## src/rtl/mc_pkg.sv

```systemverilog
// Shared definitions for the multicycle control unit:
// state encoding, opcode/funct constants, mux selects.
package mc_pkg;

    typedef enum logic [3:0] {
        S_IF,
        S_ID,
        S_EXR,
        S_WBR,
        S_EXI,
        S_WBI,
        S_MA,
        S_MR,
        S_WBM,
        S_MW,
        S_BR,
        S_J,
        S_TRAP
    } state_t;

    localparam logic [5:0] OP_RTYPE = 6'h00;
    localparam logic [5:0] OP_J     = 6'h02;
    localparam logic [5:0] OP_JAL   = 6'h03;
    localparam logic [5:0] OP_BEQ   = 6'h04;
    localparam logic [5:0] OP_BNE   = 6'h05;
    localparam logic [5:0] OP_ADDI  = 6'h08;
    localparam logic [5:0] OP_ADDIU = 6'h09;
    localparam logic [5:0] OP_SLTI  = 6'h0a;
    localparam logic [5:0] OP_SLTIU = 6'h0b;
    localparam logic [5:0] OP_ANDI  = 6'h0c;
    localparam logic [5:0] OP_LUI   = 6'h0f;
    localparam logic [5:0] OP_LW    = 6'h23;
    localparam logic [5:0] OP_SW    = 6'h2b;

    localparam logic [5:0] FN_SLL  = 6'h00;
    localparam logic [5:0] FN_SRL  = 6'h02;
    localparam logic [5:0] FN_SRA  = 6'h03;
    localparam logic [5:0] FN_JR   = 6'h08;
    localparam logic [5:0] FN_JALR = 6'h09;

    localparam logic [1:0] DST_RT = 2'b00;
    localparam logic [1:0] DST_RD = 2'b01;
    localparam logic [1:0] DST_RA = 2'b10;

    localparam logic [1:0] WD_ALUOUT = 2'b00;
    localparam logic [1:0] WD_MDR    = 2'b01;
    localparam logic [1:0] WD_PC     = 2'b10;

    localparam logic [1:0] SA_PC    = 2'b00;
    localparam logic [1:0] SA_RS    = 2'b01;
    localparam logic [1:0] SA_SHAMT = 2'b10;

    localparam logic [1:0] SB_RT     = 2'b00;
    localparam logic [1:0] SB_FOUR   = 2'b01;
    localparam logic [1:0] SB_IMM    = 2'b10;
    localparam logic [1:0] SB_IMM_SH = 2'b11;

    localparam logic [1:0] ALU_ADD    = 2'b00;
    localparam logic [1:0] ALU_SUB    = 2'b01;
    localparam logic [1:0] ALU_FUNCT  = 2'b10;
    localparam logic [1:0] ALU_OPCODE = 2'b11;

    localparam logic [1:0] PC_ALU    = 2'b00;
    localparam logic [1:0] PC_ALUOUT = 2'b01;
    localparam logic [1:0] PC_JUMP   = 2'b10;
    localparam logic [1:0] PC_RS     = 2'b11;

    typedef struct packed {
        logic       pc_write;
        logic       iord;
        logic       mem_read;
        logic       mem_write;
        logic       ir_write;
        logic       reg_write;
        logic [1:0] reg_dst;
        logic [1:0] mem_to_reg;
        logic [1:0] alu_src_a;
        logic [1:0] alu_src_b;
        logic [1:0] alu_op;
        logic [1:0] pc_source;
        logic       retire;
    } ctrl_t;

    // Instruction class dispatch taken out of S_ID.
    function automatic state_t decode_state(
        input logic [5:0] op,
        input logic [5:0] fn
    );
        state_t s;
        s = S_TRAP;
        case (op)
            OP_RTYPE: begin
                if (fn == FN_JR || fn == FN_JALR) s = S_J;
                else                              s = S_EXR;
            end
            OP_J, OP_JAL:   s = S_J;
            OP_BEQ, OP_BNE: s = S_BR;
            OP_LW, OP_SW:   s = S_MA;
            OP_ADDI, OP_ADDIU, OP_SLTI,
            OP_SLTIU, OP_ANDI, OP_LUI: s = S_EXI;
            default:        s = S_TRAP;
        endcase
        return s;
    endfunction

endpackage

```

## src/rtl/mc_outdec.sv

```systemverilog
// Per-state control decode for the multicycle unit.
// Pure combinational; reset forces every control to 0.
module mc_outdec
    import mc_pkg::*;
(
    input  state_t     state,
    input  logic [5:0] op_code,
    input  logic [5:0] funct,
    input  logic       zero,
    input  logic       mem_ok,
    input  logic       reset,
    output ctrl_t      ctrl
);

    logic is_shift;
    logic is_rtype;
    logic is_jal;
    logic is_jalr;

    // Instruction-type flags used by the state decode.
    always_comb begin
        is_rtype = (op_code == OP_RTYPE);
        is_shift = is_rtype && (funct == FN_SLL ||
                                funct == FN_SRL ||
                                funct == FN_SRA);
        is_jal   = (op_code == OP_JAL);
        is_jalr  = is_rtype && (funct == FN_JALR);
    end

    // Control outputs from the registered state.
    always_comb begin
        ctrl = '0;
        unique case (state)
            S_IF: begin
                ctrl.mem_read  = 1'b1;
                ctrl.iord      = 1'b0;
                ctrl.alu_src_a = SA_PC;
                ctrl.alu_src_b = SB_FOUR;
                ctrl.alu_op    = ALU_ADD;
                ctrl.pc_source = PC_ALU;
                ctrl.ir_write  = mem_ok;
                ctrl.pc_write  = mem_ok;
            end
            S_ID: begin
                ctrl.alu_src_a = SA_PC;
                ctrl.alu_src_b = SB_IMM_SH;
                ctrl.alu_op    = ALU_ADD;
            end
            S_EXR: begin
                ctrl.alu_src_a = is_shift ? SA_SHAMT : SA_RS;
                ctrl.alu_src_b = SB_RT;
                ctrl.alu_op    = ALU_FUNCT;
            end
            S_WBR: begin
                ctrl.reg_write  = 1'b1;
                ctrl.reg_dst    = DST_RD;
                ctrl.mem_to_reg = WD_ALUOUT;
                ctrl.retire     = 1'b1;
            end
            S_EXI: begin
                ctrl.alu_src_a = SA_RS;
                ctrl.alu_src_b = SB_IMM;
                ctrl.alu_op    = ALU_OPCODE;
            end
            S_WBI: begin
                ctrl.reg_write  = 1'b1;
                ctrl.reg_dst    = DST_RT;
                ctrl.mem_to_reg = WD_ALUOUT;
                ctrl.retire     = 1'b1;
            end
            S_MA: begin
                ctrl.alu_src_a = SA_RS;
                ctrl.alu_src_b = SB_IMM;
                ctrl.alu_op    = ALU_ADD;
            end
            S_MR: begin
                ctrl.mem_read = 1'b1;
                ctrl.iord     = 1'b1;
            end
            S_WBM: begin
                ctrl.reg_write  = 1'b1;
                ctrl.reg_dst    = DST_RT;
                ctrl.mem_to_reg = WD_MDR;
                ctrl.retire     = 1'b1;
            end
            S_MW: begin
                ctrl.mem_write = 1'b1;
                ctrl.iord      = 1'b1;
                ctrl.retire    = mem_ok;
            end
            S_BR: begin
                ctrl.alu_src_a = SA_RS;
                ctrl.alu_src_b = SB_RT;
                ctrl.alu_op    = ALU_SUB;
                ctrl.pc_source = PC_ALUOUT;
                ctrl.pc_write  = (op_code == OP_BEQ) ? zero : ~zero;
                ctrl.retire    = 1'b1;
            end
            S_J: begin
                ctrl.pc_write  = 1'b1;
                ctrl.pc_source = is_rtype ? PC_RS : PC_JUMP;
                ctrl.retire    = 1'b1;
                // PC already holds PC+4, so it is the link value.
                if (is_jal) begin
                    ctrl.reg_write  = 1'b1;
                    ctrl.reg_dst    = DST_RA;
                    ctrl.mem_to_reg = WD_PC;
                end else if (is_jalr) begin
                    ctrl.reg_write  = 1'b1;
                    ctrl.reg_dst    = DST_RD;
                    ctrl.mem_to_reg = WD_PC;
                end
            end
            S_TRAP: ctrl = '0;
            default: ctrl = '0;
        endcase
        if (reset) ctrl = '0;
    end

endmodule

```

## src/rtl/multicycle_control.sv

```systemverilog
// Multicycle MIPS-style control unit: state register,
// next-state logic, retire counter and illegal flag.
module multicycle_control
    import mc_pkg::*;
#(
    parameter bit MEM_WAIT = 1'b1,
    parameter int RET_W    = 32
) (
    input  logic             clk,
    input  logic             reset,
    input  logic [5:0]       OpCode,
    input  logic [5:0]       Funct,
    input  logic             Zero,
    input  logic             mem_ready,
    output logic             PCWrite,
    output logic             IorD,
    output logic             MemRead,
    output logic             MemWrite,
    output logic             IRWrite,
    output logic             RegWrite,
    output logic [1:0]       RegDst,
    output logic [1:0]       MemtoReg,
    output logic [1:0]       ALUSrcA,
    output logic [1:0]       ALUSrcB,
    output logic [1:0]       ALUOp,
    output logic [1:0]       PCSource,
    output logic             ExtOp,
    output logic             LuOp,
    output logic             Retire,
    output logic [RET_W-1:0] RetireCount,
    output logic             Illegal
);

    localparam logic [RET_W-1:0] RET_MAX = '1;

    state_t           state_q;
    state_t           state_n;
    ctrl_t            ctrl;
    logic             mem_ok;
    logic [RET_W-1:0] ret_cnt_q;
    logic             illegal_q;

    assign mem_ok = MEM_WAIT ? mem_ready : 1'b1;

    // Next state; memory states hold until the access completes.
    always_comb begin
        state_n = state_q;
        unique case (state_q)
            S_IF:   if (mem_ok) state_n = S_ID;
            S_ID:   state_n = decode_state(OpCode, Funct);
            S_EXR:  state_n = S_WBR;
            S_EXI:  state_n = S_WBI;
            S_MA:   state_n = (OpCode == OP_LW) ? S_MR : S_MW;
            S_MR:   if (mem_ok) state_n = S_WBM;
            S_MW:   if (mem_ok) state_n = S_IF;
            S_WBR, S_WBI, S_WBM,
            S_BR, S_J: state_n = S_IF;
            S_TRAP: state_n = S_TRAP;
            default: state_n = S_IF;
        endcase
    end

    // State register; reset wins over any pending wait.
    always_ff @(posedge clk) begin
        if (reset) state_q <= S_IF;
        else       state_q <= state_n;
    end

    // Saturating count of retired instructions.
    always_ff @(posedge clk) begin
        if (reset)
            ret_cnt_q <= '0;
        else if (ctrl.retire && ret_cnt_q != RET_MAX)
            ret_cnt_q <= ret_cnt_q + 1'b1;
    end

    // Sticky illegal flag, raised on entry to the trap state.
    always_ff @(posedge clk) begin
        if (reset)                  illegal_q <= 1'b0;
        else if (state_n == S_TRAP) illegal_q <= 1'b1;
    end

    mc_outdec u_outdec (
        .state   (state_q),
        .op_code (OpCode),
        .funct   (Funct),
        .zero    (Zero),
        .mem_ok  (mem_ok),
        .reset   (reset),
        .ctrl    (ctrl)
    );

    assign PCWrite     = ctrl.pc_write;
    assign IorD        = ctrl.iord;
    assign MemRead     = ctrl.mem_read;
    assign MemWrite    = ctrl.mem_write;
    assign IRWrite     = ctrl.ir_write;
    assign RegWrite    = ctrl.reg_write;
    assign RegDst      = ctrl.reg_dst;
    assign MemtoReg    = ctrl.mem_to_reg;
    assign ALUSrcA     = ctrl.alu_src_a;
    assign ALUSrcB     = ctrl.alu_src_b;
    assign ALUOp       = ctrl.alu_op;
    assign PCSource    = ctrl.pc_source;
    assign Retire      = ctrl.retire;
    assign RetireCount = ret_cnt_q;
    assign Illegal     = illegal_q;

    // andi zero-extends; every other immediate is sign-extended.
    assign ExtOp = (OpCode != OP_ANDI);
    assign LuOp  = (OpCode == OP_LUI);

endmodule

```

## config.mk

```make
export PLATFORM = sky130hd
export DESIGN_NAME = multicycle_control
export DESIGN_NICKNAME = d
export VERILOG_FILES = /design/src/rtl/mc_pkg.sv /design/src/rtl/mc_outdec.sv /design/src/rtl/multicycle_control.sv
export SDC_FILE = /design/constraint.sdc
export NUM_CORES = 1
export LEC_CHECK = 0
export ABC_CLOCK_PERIOD_IN_PS = 3700
export CAP_MARGIN = 5
export CORE_ASPECT_RATIO = 2
export CORE_MARGIN = 2
export CORE_UTILIZATION = 48
export CTS_BUF_LIST = sky130_fd_sc_hd__clkbuf_16
export CTS_CLUSTER_DIAMETER = 30
export DETAILED_ROUTE_END_ITERATION = 7
export PLACE_DENSITY = 0.85
export RECOVER_POWER = 100
export SLEW_MARGIN = 20
export SYNTH_ARGS = -nofsm -noshare
export SYNTH_HDL_FRONTEND = slang
export SYNTH_SLANG_ARGS = --single-unit
```

## constraint.sdc

```tcl
create_clock -name clk -period 3.7 [get_ports clk]
set_clock_uncertainty 0.15 [all_clocks]
set_input_delay 0.74 -clock clk [delete_from_list [all_inputs] [get_ports clk]]
set_output_delay 0.74 -clock clk [all_outputs]
set_load 0.1 [all_outputs]
```

==> impl_metrics.csv <==
group,metric,value,unit
critical_path,cp-start-kind,"input pin",
clock_network,clock_latency,0.28,ns
floorplanning,core_area,4860,µm²
grt,grt_pass1_vias,2600,
clock_network,cts.sinks,37,
floorplanning,start_util,49.7,%
timing,drv_slew,0,
worst_hold_path,hold_start,"Illegal$_SDFFE_PP0N_",
timing,finalHoldViolations,0,
route,drc,0,
timing,setup_viol,0,
worst_hold_path,min_path_cells,2,
pwr,p_switching,0.000433,W
pwr,p_comb_share,26.9,%
floorplanning,die_h,104,µm
clock_network,cts_htree_levels,2,
timing,fin_crit,3.60,ns
route,drt-initial-drc-count,90,
finish,stdcell_count,446,
clock_network,clockRootBuffer,"clkbuf_16",
pwr,power_leakage,1.37,nW
run_status,status,"finished clean",
finish,final_layout_size_suffix_gt1_share,17.5,%
placed_design,post_dp_cell_area,3420,µm²
route,wl,7.71,mm
critical_path,rr_endpoint,"RetireCount[26]$_SDFFE_PP0P_",
pwr,swShare,32.8,%
route,detail-route-antenna-nets,0,
logic_synthesis,synthFlopType,"dfxtp_1",
critical_path,cp_data_arrival_time,2.71,ns
flow_run,max_cap_violations,0,
clock_network,clk_path_buf_depth,2,
route,vias,2676,
pwr,ir_worst_vdd,463,µV
pwr,p_per_area,383,nW/µm²
logic_synthesis,seq_area_frac_synth,30.6,%
logic_synthesis,ys_types,56,
clock_network,clk_pin_slew,0.05,ns
logic_synthesis,syn-num-nets,328,
critical_path,r2r_start,"state_q[1]$_SDFF_PP0_",
critical_path,worst-r2r-setup-slack,0.72,ns
finish,diodes,0,
timing,slew_headroom,21.7,%
timing,worst_pin_slew,1.18,ns
finish,fin_area,3450,µm²
clock_network,tritoncts,"yes",
clock_network,cts_inserted_buffers,5,
route,viasPerCell,6.00,
logic_synthesis,synthesis.area,2420,µm²
grt,antenna_found_initial,0,
route,post_drt_wl_per_cell,17.3,µm
pwr,p_int,0.000889,W
worst_hold_path,holdPathEnd,"Illegal$_SDFFE_PP0N_",
timing,rsz0062_at_grt,"false",
critical_path,reg2regPathDepth,6,
finish,num-nets-final,405,
critical_path,path_class,"in2out",
logic_synthesis,ys_warn_count,0,
route,dr.pass1.iters,5,
floorplanning,placementRows,36,
grt,grt_max_degree,29,
timing,finalCritPeriodShare,97.2,%
pwr,seqPwrFrac,31.9,%
floorplanning,die_w,54.2,µm
critical_path,critPathMaxFanout,2,
placed_design,dp.cells,435,
pwr,p_clk_share,41.2,%
critical_path,critical_path_required,2.81,ns
finish,area_delta_synth_final,42.7,%
logic_synthesis,synth-async-reset-ratio,0,%
grt,grt_pass1_wl,12.2,mm
floorplanning,design.die.area,5660,µm²
placed_design,place_hpwl,5.22,mm
grt,grt-ovfl-total,0,
logic_synthesis,synthCells,311,
placed_design,io_buffers,69,
logic_synthesis,ys_ff_latch,37,
worst_hold_path,min_path_type,"reg2reg",
placed_design,gp_congestion,0.808,
clock_network,holdBufCountCts,0,
critical_path,cp-end-kind,"output pin",
floorplanning,io_pins,70,
logic_synthesis,avgSynthCellArea,7.78,µm²
grt,grt_usage,28.2,%
finish,post-route-util,70.9,%
timing,max_freq,0.278,GHz
logic_synthesis,synth_edf_count,0,
placed cells by master, fill, tap and decap left out, drive strengths merged, types with 3 or more instances in the layout:
cell type	instances
a21oi	12
nor4	6
and2	5
a2111oi	4
and4	6
nor2b	6
o21ai	7
nand2b	7
xor2	28
dlygate4sd2	3
buf	26
nor2	45
or3	4
nand3	18
nand2	25
inv	6
nand4	13
nor3	11
and3	11
dlygate4sd3	28
dfxtp	37
clkdlybuf4s50	8
clkbuf	28
nand4b	5
metrics by stage:
stage | setup slack, ns | TNS (ns) | hold WS [ns] | total power (W)
floorplan | -0.481 | -1.87 | 0.561 | 0.000700
global placement | -0.0893 | -0.114 | 0.288 | 0.000802
detailed placement | -0.148 | -0.234 | 0.300 | 0.000807
CTS | 0.0434 | 0 | 0.329 | 0.00135
global route | 0.0395 | 0 | 0.359 | 0.00136
finish | 0.104 | 0 | 0.320 | 0.00132
power by group through the flow:
stage                     logic, W  registers [W]  clock network [W]
final                     0.000355       0.000422           0.000545
after global routing      0.000373       0.000423           0.000568
after CTS                 0.000379       0.000421           0.000553
after detailed placement  0.000377       0.000430                  0
after global placement    0.000372       0.000430                  0
after floorplan           0.000266       0.000434                  0
synthesized netlist by cell type (all sizes together) (2+ instances only):
library cell / number / area [µm²]
nor2: 45 / 169
dfxtp: 37 / 741
xor2: 28 / 245
nand2: 25 / 93.8
nand3: 18 / 95.1
nand4: 13 / 81.3
a21oi: 12 / 60.1
clkbuf: 12 / 45.0
and3: 11 / 68.8
nor3: 11 / 55.1
buf: 7 / 38.8
nand2b: 7 / 43.8
o21ai: 7 / 38.8
and4: 6 / 52.6
inv: 6 / 22.5
nor2b: 6 / 40.0
nor4: 6 / 43.8
and2: 5 / 31.3
nand4b: 5 / 43.8
a2111oi: 4 / 73.8
or3: 4 / 25.0
a22oi: 2 / 15.0
a31oi: 2 / 12.5
nor3b: 2 / 26.3
o2111ai: 2 / 17.5
o211ai: 2 / 15.0
o21bai: 2 / 15.0
o31ai: 2 / 15.0
or2: 2 / 12.5
or3b: 2 / 17.5
or4b: 2 / 20.0
layer usage:
layer | vias up | part of all wire [%] | global-route usage (%)
li1 | 1280 | - | -
met1 | 1256 | 33 | 27.5
met2 | 109 | 57 | 50.1
met3 | 31 | 5.7 | 6.61
met4 | 0 | 4.3 | 15.5
met5 | - | 0 | 0
logic make-up (layout without fill, tap and decap cells):
family / Yosys count / count (layout) / synth area share (%)
compound gates: 45 / 45 / 14.4
xor+xnor: 28 / 28 / 10.1
fa+ha+maj: 2 / 2 / 0.931
buf+inv: 25 / 103 / 4.40
flops: 37 / 37 / 30.6
simple gates: 174 / 174 / 39.5
how the worst max path moves through the flow:
| stage | start | cells after the start | to |
|---|---|---|---|
| after floorplan | reset | 3 | MemWrite |
| after global placement | OpCode[3] | 8 | ALUSrcA[0] |
| after detailed placement | OpCode[3] | 8 | ALUSrcA[0] |
| after CTS | OpCode[3] | 8 | ALUSrcA[0] |
| after global routing | OpCode[4] | 7 | RegDst[0] |
| final | OpCode[4] | 7 | RegDst[0] |
sequential cells by signal, summed over array words and instances (netlist names):
name / flops
RetireCount: 32
state_q: 4
Illegal: 1
layout make-up:
cell class	count	area, µm²
Inverter	6	22.5
Tap cell	57	71.3
Clock buffer	5	125
Fill cell	370	1410
Multi-Input combinational cell	249	1650
Timing Repair Buffer	89	772
Sequential cell	37	741
Clock inverter	3	65.1
timing repair:
action | CTS | global route
setup endpoints to repair | 3 | 2
pin swaps | 1 | 3
resized for setup | 3 | 2
setup buffers | 2 | 1
critical path, cell delays in order:
cell and delay (ns):
dlygate4sd2_1 0.27, nor4_4 0.35, buf_4 0.19, nand4_1 0.12
or3b_4 0.46, a2111oi_4 0.36, buf_12 0.22
(Power assumes the default switching activity.)
